[src/rtl/gate_identifier.sv]
// Observes (a, b, y) samples from an unknown 2-input gate, assembles its truth table and
// reports which standard gate it is, or why identification failed.
module gate_identifier #(
   parameter int unsigned MAX_SAMPLES = 16,
   parameter bit          CHECK_REP   = 1'b1
) (
   input  logic       clk_in,
   input  logic       rstn_in,
   input  logic       clear_in,
   input  logic       sample_valid_in,
   output logic       sample_ready_out,
   input  logic       a_in,
   input  logic       b_in,
   input  logic       y_in,
   output logic       result_valid_out,
   input  logic       result_ack_in,
   output logic [7:0] match_out,
   output logic       unknown_out,
   output logic       conflict_out,
   output logic       timeout_out,
   output logic [3:0] table_out
);

   localparam int unsigned CW = $clog2(MAX_SAMPLES + 1);
   localparam logic [CW-1:0] MaxCount = CW'(MAX_SAMPLES);

   typedef enum logic [0:0] {StCollect, StResult} state_e;

   state_e        state_q, state_d;
   logic [3:0]    seen_q, seen_d;
   logic [3:0]    table_q, table_d;
   logic [CW-1:0] count_q, count_d;
   logic [7:0]    match_q, match_d;
   logic          unknown_q, unknown_d;
   logic          conflict_q, conflict_d;
   logic          timeout_q, timeout_d;

   logic          accept;
   logic [1:0]    idx;
   logic [3:0]    seen_new;
   logic [3:0]    table_new;
   logic [CW-1:0] count_new;
   logic          is_conflict;
   logic [7:0]    decoded;

   // Table bit index is {a,b}, so bit 3 is a=1,b=1.
   function automatic logic [7:0] decode_table(input logic [3:0] t);
      logic [7:0] m;
      m = 8'h00;
      case (t)
         4'b1000: m = 8'h01; // and
         4'b1110: m = 8'h02; // or
         4'b0110: m = 8'h04; // xor
         4'b0011: m = 8'h08; // not a
         4'b0101: m = 8'h10; // not b
         4'b0111: m = 8'h20; // nand
         4'b0001: m = 8'h40; // nor
         4'b1001: m = 8'h80; // xnor
         default: m = 8'h00;
      endcase
      return m;
   endfunction

   assign sample_ready_out = (state_q == StCollect);
   assign result_valid_out = (state_q == StResult);
   assign match_out        = match_q;
   assign unknown_out      = unknown_q;
   assign conflict_out     = conflict_q;
   assign timeout_out      = timeout_q;
   assign table_out        = table_q;

   assign accept = sample_valid_in && sample_ready_out;
   assign idx    = {a_in, b_in};

   always_comb begin
      seen_new         = seen_q;
      seen_new[idx]    = 1'b1;
      table_new        = table_q;
      if (!seen_q[idx]) begin
         table_new[idx] = y_in;
      end
      count_new        = (count_q == MaxCount) ? count_q : count_q + 1'b1;
      is_conflict      = CHECK_REP && seen_q[idx] && (table_q[idx] != y_in);
      decoded          = decode_table(table_new);
   end

   always_comb begin
      state_d    = state_q;
      seen_d     = seen_q;
      table_d    = table_q;
      count_d    = count_q;
      match_d    = match_q;
      unknown_d  = unknown_q;
      conflict_d = conflict_q;
      timeout_d  = timeout_q;

      if (clear_in) begin
         state_d    = StCollect;
         seen_d     = 4'b0000;
         table_d    = 4'b0000;
         count_d    = '0;
         match_d    = 8'h00;
         unknown_d  = 1'b0;
         conflict_d = 1'b0;
         timeout_d  = 1'b0;
      end else begin
         case (state_q)
            StCollect: begin
               if (accept) begin
                  seen_d  = seen_new;
                  table_d = table_new;
                  count_d = count_new;
                  // Conflict outranks completion, which outranks timeout.
                  if (is_conflict) begin
                     state_d    = StResult;
                     conflict_d = 1'b1;
                  end else if (&seen_new) begin
                     state_d   = StResult;
                     match_d   = decoded;
                     unknown_d = (decoded == 8'h00);
                  end else if (count_new == MaxCount) begin
                     state_d   = StResult;
                     timeout_d = 1'b1;
                  end
               end
            end
            StResult: begin
               if (result_ack_in) begin
                  state_d    = StCollect;
                  seen_d     = 4'b0000;
                  table_d    = 4'b0000;
                  count_d    = '0;
                  match_d    = 8'h00;
                  unknown_d  = 1'b0;
                  conflict_d = 1'b0;
                  timeout_d  = 1'b0;
               end
            end
            default: state_d = StCollect;
         endcase
      end
   end

   always_ff @(posedge clk_in or negedge rstn_in) begin
      if (!rstn_in) begin
         state_q    <= StCollect;
         seen_q     <= 4'b0000;
         table_q    <= 4'b0000;
         count_q    <= '0;
         match_q    <= 8'h00;
         unknown_q  <= 1'b0;
         conflict_q <= 1'b0;
         timeout_q  <= 1'b0;
      end else begin
         state_q    <= state_d;
         seen_q     <= seen_d;
         table_q    <= table_d;
         count_q    <= count_d;
         match_q    <= match_d;
         unknown_q  <= unknown_d;
         conflict_q <= conflict_d;
         timeout_q  <= timeout_d;
      end
   end

endmodule

[config.mk]
export PLATFORM = sky130hd
export DESIGN_NAME = gate_identifier
export DESIGN_NICKNAME = d
export VERILOG_FILES = /design/src/rtl/gate_identifier.sv
export SDC_FILE = /design/constraint.sdc
export NUM_CORES = 1
export LEC_CHECK = 0
export BUFFER_PORTS_ARGS = -buffer_cell sky130_fd_sc_hd__buf_2
export CAP_MARGIN = 0
export CORE_MARGIN = 10
export CORE_UTILIZATION = 59
export CTS_CLUSTER_SIZE = 20
export DETAILED_ROUTE_END_ITERATION = 8
export GPL_ROUTABILITY_DRIVEN = 1
export MAX_ROUTING_LAYER = met4
export PLACE_DENSITY = 0.83
export SLEW_MARGIN = 20
export SYNTH_ARGS = -nofsm -noshare
export SYNTH_HDL_FRONTEND = slang
export SYNTH_SLANG_ARGS = --single-unit
[constraint.sdc]
create_clock -name clk_in -period 5 [get_ports clk_in]
set_clock_uncertainty 0.1 [all_clocks]
set_input_delay 0.75 -clock clk_in [delete_from_list [all_inputs] [get_ports clk_in]]
set_output_delay 0.75 -clock clk_in [all_outputs]
set_load 0.05 [all_outputs]
==> impl_metrics.csv, run 1 <==
group,metric,value,unit
setup_path,r2r_cells,5,
timing,hold_viol,0,
final_layout,final_cells,208,
timing,max_freq,393.0,MHz
final_layout,fin_util,69.27,%
global_routing,antenna_found_initial,0,
floorplan,die_y,69.49,um
logic_synthesis,async_reset_ff_share,100.0,%
run_status,status,"completed",
routing,drcViolationCount,0,
floorplan,num_rows,17,
floorplan,die_x,69.49,um
global_routing,grt.total_usage,13.35,%
setup_path,critPathCaptureType,"flip-flop",
pwr,swShare,31.11,%
clock_network,cts-resized-gates,0,
logic_synthesis,synthAdderAreaFrac,1.732,%
setup_path,cp_max_fo,18,
global_routing,grt_pass1_wl,5.478,mm
timing,rsz0062_at_grt,"false",
pwr,combPwrFrac,20.5,%
pwr,sequentialPowerShare,57.5,%
timing,max_slew_margin,35.41,%
clock_network,clock_latency,310,ps
routing,vias,1222,
routing,wl_per_cell,15.35,um
logic_synthesis,synth_cells,159,
placement,io_buffers,24,
routing,ant_nets,0,
pwr,p_leak,0.7455,nW
final_layout,layout-drive-gt1-share,19.44,%
logic_synthesis,synth_ff_type,"dfrtp_1",
timing,worst_pin_slew,968.8,ps
logic_synthesis,syn_nets,169,
pwr,p_per_area,249.2,nW/um^2
clock_network,cts-root-buf,"clkbuf_4",
logic_synthesis,syn_area,1445,um^2
logic_synthesis,synth-xor-area-share,2.424,%
clock_network,cts.path.max_buffers,2,
logic_synthesis,synth_edf_count,0,
floorplan,io_pins,25,
placement,hpwl,2.433,mm
clock_network,cts_hold_buf,0,
logic_synthesis,synth_compound_area_share,16.62,%
final_layout,synthToLayoutAreaGrowth,9.091,%
logic_synthesis,ys_ff_latch,25,
routing,drtIter0Drc,131,
timing,fin_crit,2545,ps
final_layout,antenna_cells,0,
routing,first_pass_iters,4,
setup_path,crit_family,"compound AO/OA/AOI/OAI gates",
logic_synthesis,synth.avg_cell_area,9.089,um^2
logic_synthesis,synth_most_common_cell,"dfrtp_1",
clock_network,cts_made_buffers,3,
routing,wirelength,3.192,mm
logic_synthesis,yosysTopAreaCell,"dfrtp_1",
global_routing,grt_pass1_vias,1133,
floorplan,coreArea,2276,um^2
clock_network,numClockSinks,25,
timing,maxSlewViolCount,0,
pwr,internal_power,0.2707,mW
timing,setup_viol,0,
floorplan,start_util,63.50,%
min_path,hp-class,"input port to async pin",
pwr,pwr-share-clk,22.0,%
setup_path,cp_num_buf_inv,1,
setup_path,r2r_slack,2670,ps
logic_synthesis,yosysWarnings,0,
logic_synthesis,synth_area_leaders,"dfrtp_1 43%, mux2i_1 6.2%, nor2_1 4.4%, nand2_1 4.2%, nand3_1 3.8%",
clock_network,cts_tree,"yes",
setup_path,crit_type,"input port to flip-flop",
final_layout,nets,191,
logic_synthesis,ys_types,39,
floorplan,die_area,4829,um^2
clock_network,path_clk_slew,130,ps
logic_synthesis,ys_seq_area_share,43.29,%
routing,avgViaCountPerCell,5.875,
clock_network,cts_setup_buffers,0,
placement,gp_congestion,0.9173,
setup_path,cp_slowest_cell,"or3b_1",
logic_synthesis,synth_top_area_share,43.29,%
setup_path,cp.arrival,2660,ps
logic_synthesis,synth_top_family_by_area,"simple AND/OR/NAND/NOR gates",
global_routing,grt_max_degree,26,
job,cap_viol_max_count,0,
setup_path,worstPathCellList,"buf_2, mux2_2, a32oi_1, or3b_1, o41ai_2",
pwr,max-vdd-ir-drop,191.1,uV
setup_path,start_kind,"input port",
timing,post-route-period-util,50.89,%
setup_path,cp_data_required_time,5120,ps
placement,post-place-cells,204,
timing,finalSetupTns,0,ps
logic_synthesis,synthTopCellsByCount,"25 x dfrtp_1, 17 x nor2_1, 16 x nand2_1",
clock_network,htree_levels,1,
setup_path,path_depth,5,
setup_path,cp_slowest_stage_delay,630,ps
global_routing,grt-ovfl-total,0,
logic_synthesis,synthSimpleGateAreaFrac,22.25,%
logic_synthesis,synth.mux.area_fraction,7.792,%
pwr,p_sw,0.1222,mW
-- sequential cells by signal, summed over array words and instances, names as in the netlist --
signal	flops
match_out	8
count_q	5
seen_q	4
table_out	4
conflict_out	1
result_valid_out	1
timeout_out	1
unknown_out	1
-- cell families after synthesis --
kind of cell               Yosys count
muxes                               11
and+or+nand+nor                     65
adders and majority gates            2
DFF                                 25
AOI/OAI and AO/OA                   36
xor gates and xnor gates             4
buffers and inverters               16
-- cell type report --
| class | instances | area [um^2] |
|---|---|---|
| flip-flops and latches | 25 | 625.6 |
| fillers | 195 | 699.4 |
| repair buffers | 24 | 120.1 |
| inverters | 9 | 33.78 |
| well taps | 28 | 35.03 |
| clock inverters | 1 | 5.005 |
| clock buffers | 3 | 22.52 |
| multi-input cells | 118 | 734.5 |
-- stage by stage --
stage               power, mW  setup slack, ps  hold slack, ps  instance area, um^2
global route           0.4165             2335           328.0                 1577
finish                 0.3929             2455           304.7                 1577
floorplan              0.2863             2705           354.4                 1445
CTS                    0.3972             2451           310.8                 1577
detailed placement     0.3087             2129           376.2                 1549
global placement       0.3072             2246           375.0                 1549
-- power groups by stage --
stage / clock network (mW) / logic (mW) / registers [mW]
2_1_floorplan: 0 / 0.0541 / 0.232
3_3_place_gp: 0 / 0.0785 / 0.229
3_5_place_dp: 0 / 0.0793 / 0.229
4_1_cts: 0.0908 / 0.0807 / 0.226
5_1_grt: 0.0978 / 0.0905 / 0.228
6_report: 0.0865 / 0.0806 / 0.226
-- final timing paths --
kind | end | start
hold / removal | unknown_out | rstn_in
setup / recovery | unknown_out | b_in
setup reg to reg | match_out[4] | result_valid_out
min in group clk_in | match_out[3] | match_out[3]
max in group asynchronous | table_out[1] | rstn_in
hold reg to reg | match_out[3] | match_out[3]
-- per-layer routing --
layer	up-vias	wire length, um	global-route usage [%]
met1	578	1485	17.39
met4	0	32	3.104
met5	-	0	-
met2	32	1537	20.67
met3	6	136	2.710
li1	606	-	-
-- placed cells by master (no fill, tap or decap), drive strengths merged, types with 3 or more instances in the layout --
| master | synthesis | layout |
|---|---|---|
| xnor2 | 3 | 3 |
| mux2i | 9 | 9 |
| nand2 | 16 | 16 |
| nor2 | 17 | 17 |
| nor3 | 3 | 3 |
| buf | 5 | 24 |
| a21oi | 7 | 7 |
| dfrtp | 25 | 25 |
| clkbuf | 2 | 3 |
| nand3 | 11 | 11 |
| a31oi | 6 | 6 |
| o21ai | 12 | 12 |
| nor3b | 4 | 4 |
| inv | 9 | 9 |
| o31ai | 3 | 3 |
Power figures use the tool's default switching activity.
==> run 2: changes to the inputs <==
--- a/config.mk
+++ b/config.mk
@@ -5,15 +5,16 @@
 export SDC_FILE = /design/constraint.sdc
 export NUM_CORES = 1
 export LEC_CHECK = 0
+export ABC_AREA = 1
 export BUFFER_PORTS_ARGS = -buffer_cell sky130_fd_sc_hd__buf_2
 export CAP_MARGIN = 0
 export CORE_MARGIN = 10
-export CORE_UTILIZATION = 59
+export CORE_UTILIZATION = 50
 export CTS_CLUSTER_SIZE = 20
 export DETAILED_ROUTE_END_ITERATION = 8
 export GPL_ROUTABILITY_DRIVEN = 1
 export MAX_ROUTING_LAYER = met4
-export PLACE_DENSITY = 0.83
+export PLACE_DENSITY = 0.75
 export SLEW_MARGIN = 20
 export SYNTH_ARGS = -nofsm -noshare
 export SYNTH_HDL_FRONTEND = slang
==> constraint.sdc (replaced) <==
create_clock -name clk_in -period 2.2 [get_ports clk_in]
set_clock_uncertainty 0.1 [all_clocks]
set_input_delay 0.33 -clock clk_in [delete_from_list [all_inputs] [get_ports clk_in]]
set_output_delay 0.33 -clock clk_in [all_outputs]
set_load 0.05 [all_outputs]
==> run 2 against run 1 <==
- worst setup slack worse by 2000 ps
- flip-flop and latch count stayed put
- combinational power increased by 150%
- routed wire length down 1.7%
- non-clock buffer count up 1
- power increased by 130%
- via count up 8.5%
- cell count up 27%
- final area up 7.2%
- critical path type is now flip-flop to flip-flop
==> impl_metrics.csv, run 2 <==
group,metric,value,unit
logic_synthesis,syn_area,1503,um^2
timing,hold_viol,0,
setup_path,critPathCaptureType,"flip-flop",
timing,whs,194.6,ps
timing,worst_pin_slew,552.2,ps
global_routing,grt_pass1_wl,5.761,mm
routing,wirelength,3.137,mm
placement,io_buffers,24,
logic_synthesis,syn_nets,215,
logic_synthesis,yosysTopAreaCell,"dfrtp_1",
placement,dp_slack,513.7,ps
clock_network,numClockSinks,25,
logic_synthesis,ys_seq_area_share,41.63,%
global_routing,grt_max_degree,26,
logic_synthesis,synth_edf_count,0,
routing,drcViolationCount,0,
timing,setup_viol,0,
timing,maxSlewViolCount,0,
pwr,max-vdd-ir-drop,284.1,uV
floorplan,die_y,74.82,um
final_layout,fin_util,60.26,%
floorplan,start_util,53.57,%
logic_synthesis,synth_area_leaders,"dfrtp_1 42%, nand2_1 17%, inv_1 6.2%, nand3_1 5.0%, nor2_1 4.5%",
timing,fin_crit,1695,ps
floorplan,num_rows,19,
timing,rsz0062_at_grt,"false",
clock_network,cts-root-buf,"clkbuf_4",
pwr,p_leak,0.9323,nW
logic_synthesis,ys_ff_latch,25,
timing,max_slew_margin,63.19,%
placement,gp_congestion,0.9134,
clock_network,cts_made_buffers,3,
run_status,status,"completed",
setup_path,cp_data_required_time,2330,ps
final_layout,layout_common_cells,"69 x nand2_1, 25 x inv_1, 25 x dfrtp_1",
logic_synthesis,yosysWarnings,0,
final_layout,antenna_cells,0,
logic_synthesis,synthTopCellsByCount,"69 x nand2_1, 25 x dfrtp_1, 25 x inv_1",
routing,first_pass_iters,4,
final_layout,fillCellCount,272,
setup_path,cp.arrival,1830,ps
clock_network,cts_tree,"yes",
routing,wl_per_cell,11.88,um
pwr,p_per_area,533.9,nW/um^2
clock_network,cts.path.max_buffers,2,
logic_synthesis,synth_cells,205,
timing,post-route-period-util,77.06,%
clock_network,clock_latency,330,ps
global_routing,grt-ovfl-total,0,
final_layout,layout-drive-gt1-share,21.89,%
global_routing,antenna_found_initial,0,
logic_synthesis,ys_types,26,
job,cap_viol_max_count,0,
timing,setup_ws,504.6,ps
min_path,hp-class,"input port to flip-flop",
clock_network,path_clk_slew,140,ps
logic_synthesis,synth_ff_type,"dfrtp_1",
routing,avgViaCountPerCell,5.023,
logic_synthesis,synth_most_common_cell,"nand2_1",
global_routing,grt.total_usage,13.33,%
logic_synthesis,synth.avg_cell_area,7.330,um^2
global_routing,grt_pass1_vias,1326,
setup_path,crit_type,"flip-flop to flip-flop",
placement,post-place-cells,259,
final_layout,nets,244,
routing,ant_nets,0,
floorplan,die_area,5598,um^2
logic_synthesis,async_reset_ff_share,100.0,%
final_layout,final_common_cell,"nand2_1",
setup_path,start_kind,"flip-flop",
final_layout,synthToLayoutAreaGrowth,12.49,%
logic_synthesis,synth_top_area_share,41.63,%
floorplan,die_x,74.82,um
floorplan,coreArea,2805,um^2
clock_network,htree_levels,1,
setup_path,cp_max_fo,6,
timing,finalSetupTns,0,ps
routing,drtIter0Drc,93,
placement,hpwl,2.558,mm
final_layout,final_cells,264,
floorplan,io_pins,25,
timing,max_freq,589.8,MHz
routing,vias,1326,
final_layout,largest_reg_flops,8,
-- run 2: cell count changes after synthesis, sizes merged, moves of 6 or more --
cell   change
nor2       +7
inv       +22
a31oi      -6
mux2i      -9
nand2     +60
nand3      +6
-- run 2: worst max-delay path: stages (launching register included) --
cell and delay [ps]:
dfrtp_1 470, inv_1 110, ha_1 140, nand2_1 50, inv_1 60, nand2_1 70
nand2_1 80, nand2_1 80, nor2_1 110, nand3_1 90, nor3_1 190, nor2_1 50
-- run 2: area by class of cell --
type | instances | area, um^2 | area share [%]
clock inverter | 1 | 7.507 | 0.4441
timing repair buffer | 25 | 130.1 | 7.698
sequential | 25 | 625.6 | 37.01
clock buffer | 3 | 22.52 | 1.332
multi-input combinational | 148 | 744.5 | 44.04
inverter | 31 | 121.4 | 7.180
tap | 31 | 38.79 | 2.295
-- run 2: per-layer routing --
layer | global-route usage [%] | routed length (um) | share of wire [%]
met2 | 20.86 | 1443 | 46
met1 | 16.26 | 1485 | 47
met3 | 2.497 | 153 | 4.9
met5 | - | 0 | 0
met4 | 6.092 | 54 | 1.7
-- run 2: power breakdown --
| part | internal [mW] | total, mW | switching (mW) |
|---|---|---|---|
| Sequential | 0.475 | 0.490 | 0.0149 |
| Combinational | 0.0556 | 0.199 | 0.143 |
| Clock | 0.0696 | 0.214 | 0.144 |
| Total | 0.600 | 0.902 | 0.302 |
-- run 2: what timing repair did --
item,CTS,global route
setup buffers,0,0
hold buffers,1,0
resized for setup,0,0
hold endpoints to repair,25,0
-- run 2: cell families (layout without fill, tap and decap cells) --
kind of cell / after synthesis / count (layout) / synth area share, %
simple gates: 124 / 124 / 38.72
buf+inv: 32 / 60 / 8.825
flops: 25 / 25 / 41.63
compound gates: 21 / 21 / 8.576
fa+ha+maj: 2 / 2 / 1.665
xor+xnor: 1 / 1 / 0.5830
-- run 2: stage by stage --
step                      area (um^2)  power (mW)
after detailed placement         1650      0.6970
final                            1690      0.9024
after global placement           1650      0.6960
after global routing             1690      0.9530
after CTS                        1690      0.9095
after floorplan                  1503      0.6435
-- run 2: path summary, 6_finish.rpt --
| check | start | cells after the start | end | slack (ps) |
|---|---|---|---|---|
| hold reg to reg | match_out[0] | 2 | match_out[0] | 380 |
| setup reg to reg | count_q[0] | 11 | timeout_out | 500 |
| setup / recovery | count_q[0] | 11 | timeout_out | 500 |
| hold / removal | sample_valid_in | 2 | count_q[0] | 190 |
| max in group asynchronous | rstn_in | 2 | table_out[2] | 1240 |
| min in group asynchronous | rstn_in | 2 | count_q[0] | 400 |
